<file path="src/rtl/rv_fetch_q.sv">
// -----------------------------------------------------------------------------
// rv_fetch_q -- RISC-V instruction fetch stage with a decoupled queue.
//
// Issues one single-word read at a time on the instruction bus, buffers the
// returned words in a small FIFO, and hands them to decode over a valid/ready
// handshake. Each returned word is predecoded so that JAL and backward
// conditional branches redirect fetch immediately (static taken prediction).
// Execute (i_pc_select) and the CSR unit (i_ebreak) can redirect fetch; a
// redirect flushes the queue and drops any bus completion in that cycle.
//
// Ports:
//   i_clk, i_reset            clock, asynchronous active-high reset
//   i_pc_select, i_pc_target  execute redirect request and address
//   i_ebreak, i_pc_trap       trap redirect request and vector
//   i_instruction, i_ack      bus read data / completion
//   o_addr, o_cyc             bus address (fetch pc) / request
//   o_valid, i_ready          decode handshake for the queue head
//   o_instruction, o_pc       head word and its address
//   o_branch_pred             head was predicted taken
//   o_pred_target             predicted target of head (0 if not predicted)
//   o_count                   queue occupancy
// -----------------------------------------------------------------------------
module rv_fetch_q #(
  parameter logic [31:0] RESET_ADDR        = 32'h0000_0000,
  parameter int unsigned BUF_DEPTH_LOG2    = 2,
  parameter bit          BRANCH_PREDICTION = 1'b1,
  parameter bit          EXTENSION_Zicsr   = 1'b1
) (
  input  logic                      i_clk,
  input  logic                      i_reset,
  input  logic                      i_pc_select,
  input  logic [31:0]               i_pc_target,
  input  logic                      i_ebreak,
  input  logic [31:0]               i_pc_trap,
  input  logic [31:0]               i_instruction,
  input  logic                      i_ack,
  output logic [31:0]               o_addr,
  output logic                      o_cyc,
  output logic                      o_valid,
  input  logic                      i_ready,
  output logic [31:0]               o_instruction,
  output logic [31:0]               o_pc,
  output logic                      o_branch_pred,
  output logic [31:0]               o_pred_target,
  output logic [BUF_DEPTH_LOG2:0]   o_count
);

  localparam int unsigned DEPTH     = 2 ** BUF_DEPTH_LOG2;
  localparam logic [31:0] NOP       = 32'h0000_0013;
  localparam logic [6:0]  OP_JAL    = 7'b1101111;
  localparam logic [6:0]  OP_BRANCH = 7'b1100011;

  typedef logic [BUF_DEPTH_LOG2-1:0] ptr_t;
  typedef logic [BUF_DEPTH_LOG2:0]   cnt_t;

  localparam cnt_t FULL_COUNT = cnt_t'(DEPTH);

  typedef struct packed {
    logic [31:0] instr;
    logic [31:0] pc;
    logic        pred;
    logic [31:0] target;
  } entry_t;

  // State
  logic [31:0] pc_q, pc_d;
  ptr_t        wr_ptr_q, wr_ptr_d;
  ptr_t        rd_ptr_q, rd_ptr_d;
  cnt_t        count_q, count_d;
  entry_t      mem_q [DEPTH];

  // Control
  logic        trap, redirect, accept, pop;
  entry_t      head, push_entry;

  // Predecode
  logic [31:0] j_imm, b_imm, cand_target;
  logic        is_jal, is_bwd_branch, predict_taken;

  // Trap only counts when the CSR extension is present; it outranks execute.
  assign trap     = EXTENSION_Zicsr & i_ebreak;
  assign redirect = trap | i_pc_select;

  // The request is held off while full, so a push can never overflow.
  assign o_cyc   = ~i_reset & ~redirect & (count_q != FULL_COUNT);
  assign o_addr  = pc_q;
  assign accept  = o_cyc & i_ack;
  assign o_valid = (count_q != '0) & ~redirect;
  assign pop     = o_valid & i_ready;
  assign o_count = count_q;

  assign head          = mem_q[rd_ptr_q];
  assign o_instruction = o_valid ? head.instr  : NOP;
  assign o_pc          = o_valid ? head.pc     : 32'h0;
  assign o_branch_pred = o_valid & head.pred;
  assign o_pred_target = o_valid ? head.target : 32'h0;

  // Static predictor: JAL always, conditional branches only when backward
  // (sign bit of the B-immediate set). Misaligned targets fall through.
  always_comb begin
    j_imm = {{12{i_instruction[31]}}, i_instruction[19:12], i_instruction[20],
             i_instruction[30:21], 1'b0};
    b_imm = {{20{i_instruction[31]}}, i_instruction[7], i_instruction[30:25],
             i_instruction[11:8], 1'b0};
    is_jal        = (i_instruction[6:0] == OP_JAL);
    is_bwd_branch = (i_instruction[6:0] == OP_BRANCH) & i_instruction[31];
    cand_target   = pc_q + (is_jal ? j_imm : b_imm);
    predict_taken = BRANCH_PREDICTION & (is_jal | is_bwd_branch)
                  & (cand_target[1:0] == 2'b00);
    push_entry = '{instr:  i_instruction,
                   pc:     pc_q,
                   pred:   predict_taken,
                   target: predict_taken ? cand_target : 32'h0};
  end

  // NOTE: every variable starts from its held value before the branches so
  // no path leaves it unassigned, which would otherwise infer a latch.
  always_comb begin
    pc_d     = pc_q;
    wr_ptr_d = wr_ptr_q;
    rd_ptr_d = rd_ptr_q;
    count_d  = count_q;
    if (redirect) begin
      // Flush: any ack and any pop this cycle are discarded.
      pc_d     = trap ? i_pc_trap : i_pc_target;
      wr_ptr_d = '0;
      rd_ptr_d = '0;
      count_d  = '0;
    end else begin
      if (accept) begin
        pc_d     = predict_taken ? cand_target : pc_q + 32'd4;
        wr_ptr_d = wr_ptr_q + ptr_t'(1);
      end
      if (pop) begin
        rd_ptr_d = rd_ptr_q + ptr_t'(1);
      end
      case ({accept, pop})
        2'b10:   count_d = count_q + cnt_t'(1);
        2'b01:   count_d = count_q - cnt_t'(1);
        default: count_d = count_q;
      endcase
    end
  end

  // NOTE: sequential state uses non-blocking assignments so every flop
  // samples the pre-edge values regardless of statement order.
  always_ff @(posedge i_clk or posedge i_reset) begin
    if (i_reset) begin
      pc_q     <= RESET_ADDR;
      wr_ptr_q <= '0;
      rd_ptr_q <= '0;
      count_q  <= '0;
    end else begin
      pc_q     <= pc_d;
      wr_ptr_q <= wr_ptr_d;
      rd_ptr_q <= rd_ptr_d;
      count_q  <= count_d;
    end
  end

  // NOTE: the storage array is deliberately not reset; entries are only
  // observable once counted in, and the head outputs are masked when empty.
  always_ff @(posedge i_clk) begin
    if (accept) begin
      mem_q[wr_ptr_q] <= push_entry;
    end
  end

endmodule

</file>
<file path="config.mk">
export PLATFORM = sky130hd
export DESIGN_NAME = rv_fetch_q
export DESIGN_NICKNAME = d
export VERILOG_FILES = /design/src/rtl/rv_fetch_q.sv
export SDC_FILE = /design/constraint.sdc
export NUM_CORES = 1
export LEC_CHECK = 0
export ABC_AREA = 1
export BUFFER_PORTS_ARGS = -buffer_cell sky130_fd_sc_hd__buf_2
export CAP_MARGIN = 5
export CORE_MARGIN = 3
export CORE_UTILIZATION = 35
export DETAILED_ROUTE_END_ITERATION = 16
export PLACE_DENSITY = 0.61
export REMOVE_ABC_BUFFERS = 1
export SKIP_CTS_REPAIR_TIMING = 1
export SYNTH_ARGS = -nofsm -noshare
export SYNTH_HDL_FRONTEND = slang
export SYNTH_SLANG_ARGS = --single-unit
</file>
<file path="constraint.sdc">
create_clock -name i_clk -period 13.4 [get_ports i_clk]
set_clock_uncertainty 0.05 [all_clocks]
set_input_delay 2.68 -clock i_clk [delete_from_list [all_inputs] [get_ports i_clk]]
set_output_delay 2.68 -clock i_clk [all_outputs]
set_load 0.005 [all_outputs]
</file>
==> impl_metrics.tcl <==
set metrics [dict create \
    synthTopCellsByCount "nor2_1, edfxtp_1, nand2_1" \
    synth_area_leaders "edfxtp_1, nor2_1, nand2_1" \
    vias 16176 \
    p_leak_nw 9.94 \
    synth.yosys.warnings 0 \
    cts-buffers-inserted 47 \
    antenna_found_initial 7 \
    clock-sinks 427 \
    met2_usage_pct 32.9 \
    ios 236 \
    grt-ovfl-total 0 \
    status "finished, final reports clean" \
    cts_root_buf "clkbuf_16" \
    synth.cell_area_um2 20900 \
    port_buffers 235 \
    synthFlopType "edfxtp_1" \
    wl_mm 62.5 \
    grt_pass1_wl_mm 93.6 \
    initial_core_util_pct 35.4 \
    grt_start_max_net_pins 111 \
    die_area_um2 62800 \
    die_w_um 251 \
    cts_tree "yes" \
    cp.arrival_ns 5.41 \
    clock_latency_ns 0.58 \
    synth_area_leader_cell "edfxtp_1" \
    startpoint_type "input port" \
    synth_area_per_cell_um2 9.44 \
    fmax_mhz 123 \
    critical_path_class "input port to output pin" \
    yosysMostFrequentCell "nor2_1" \
    die_h_um 251 \
    drive_above_1_share_pct 15.3 \
    place_area_um2 22700 \
    met3_usage_pct 3.28 \
    final_area_um2 24200 \
    setup_violations 0 \
    hold_viol 0 \
    finalCritPeriodShare_pct 60.8 \
    path_max_fanout 55 \
    required_ns 10.67 \
    use_met1_pct 25.6 \
    wl_per_cell_um 19.4 \
    fin_ws_ns 5.26 \
    dp_slack_ns 5.23 \
    synth-seq-cells 427 \
    maxCapViolCount 0 \
    drt_iter0_drc 1068 \
    top_usage_layer "met2" \
    grt_pass1_vias 15826 \
    dp_hpwl_mm 42.3 \
    detail-route-antenna-nets 0 \
    grt_usage_pct 19.5 \
    post-route-drc-count 0 \
    cts.reportedPaths.clkPinSlew_ns 0.06 \
    core_area_um2 59100 \
    vias_per_cell 5.04 \
    synth_seq_area_share_pct 60.3 \
    rsz0062_at_grt "no" \
    tns_ns 0 \
    power_mw 3.17 \
    synth_cell_type_count 49 \
    place_congestion 0.906 \
    synth_edf_count 388 \
    synth_top_cell_area_share_pct 55.6 \
    row_count 89 \
    fin_crit_ns 8.14 \
    syn_to_final_growth_pct 15.5 \
    first_pass_iters 6 \
    nNetsFinal 2543 \
    max-vdd-ir-drop_mv 0.0869 \
    hold_path.class "flip-flop to flip-flop" \
    tightest_slew_ns 1.06 \
    clock_path_buffers 3 \
    drv_slew 0 \
    slew_headroom_pct 29.4 \
    dp_cells 3124 \
    cellPowerDensity_nw_per_um2 131 \
    syn_inst 2219 \
    final_cells 3212 \
    cp-end-kind "output pin" \
    async_flop_share_pct 9.13 \
    htree_levels 2 \
]
-- state kept, by name (all words and copies together) (netlist names) --
signal / count
wr_ptr_q: 2
o_count: 3
mem_q: 388
o_addr: 32
rd_ptr_q: 2
-- area by class of cell --
cell class,instances,area [µm²]
Clock buffer,58,1240
Clock inverter,29,283
Tap cell,773,967
Fill cell,5712,34900
Multi-Input combinational cell,1496,7090
Timing Repair Buffer,257,1340
Inverter,171,646
Antenna cell,1,2.50
Sequential cell,427,12600
-- worst max-delay path, cell delays in order --
cell      delay [ns]
buf_2           0.10
buf_4           0.28
nor2_8          0.16
buf_4           0.59
nand2_4         0.51
buf_4           0.46
inv_1           0.19
o311ai_0        0.16
buf_2           0.17
-- layer usage --
metal | wire (µm) | share of wire, %
met1 | 27400 | 44
met2 | 29900 | 48
met3 | 3270 | 5.2
met4 | 1890 | 3.0
met5 | 56 | 0.090
-- power breakdown --
| group | internal [mW] | switching, mW |
|---|---|---|
| Clock | 0.737 | 0.535 |
| Combinational | 0.123 | 0.238 |
| Sequential | 1.48 | 0.0539 |
-- cell usage in the layout, fill, tap and decap left out, types with 9 or more instances in the layout --
| cell type | instances |
|---|---|
| nand2_1 | 363 |
| a21oi_1 | 197 |
| nor2_1 | 473 |
| clkbuf_16 | 47 |
| edfxtp_1 | 388 |
| xor2_1 | 9 |
| nand4_1 | 11 |
| buf_4 | 22 |
| inv_1 | 164 |
| ha_1 | 39 |
| clkbuf_1 | 9 |
| o21ai_0 | 223 |
| buf_2 | 235 |
| nand3_1 | 76 |
| nor2_4 | 10 |
| o21ai_1 | 11 |
| nor3_1 | 10 |
| dfrtp_1 | 37 |
-- metrics by stage --
| stage | hold slack (ns) | util (%) |
|---|---|---|
| after detailed placement | 0.569 | 38.3 |
| final | 0.563 | 40.9 |
| after global placement | 0.542 | 38.3 |
| after CTS | 0.578 | 40.9 |
| after global routing | 0.612 | 40.9 |
| after floorplan | 0.488 | - |
-- path summary, 6_finish.rpt --
check	from	to	slack, ns	cells after the start
setup reg to reg	o_addr[1]	mem_q[2][4]	10.18	7
hold reg to reg	o_addr[0]	mem_q[1][33]	0.56	0
max in group asynchronous	i_reset	rd_ptr_q[0]	10.24	2
hold / removal	o_addr[0]	mem_q[1][33]	0.56	0
setup / recovery	i_ebreak	o_instruction[0]	5.26	9
min in group asynchronous	i_reset	o_count[1]	2.32	2
-- kinds of logic (layout without fill, tap and decap cells) --
group                      after synthesis  count (layout)  share of synthesized area [%]
buffers and inverters                  303             515                           6.19
other                                    1               9                         0.0179
AOI/OAI and AO/OA                      450             450                           11.0
xor gates and xnor gates                16              16                          0.669
muxes                                    4               4                          0.215
DFF                                    427             427                           60.3
and+or+nand+nor                        977             977                           19.1
adders and majority gates               41              41                           2.52
Power figures use the tool's default switching activity.
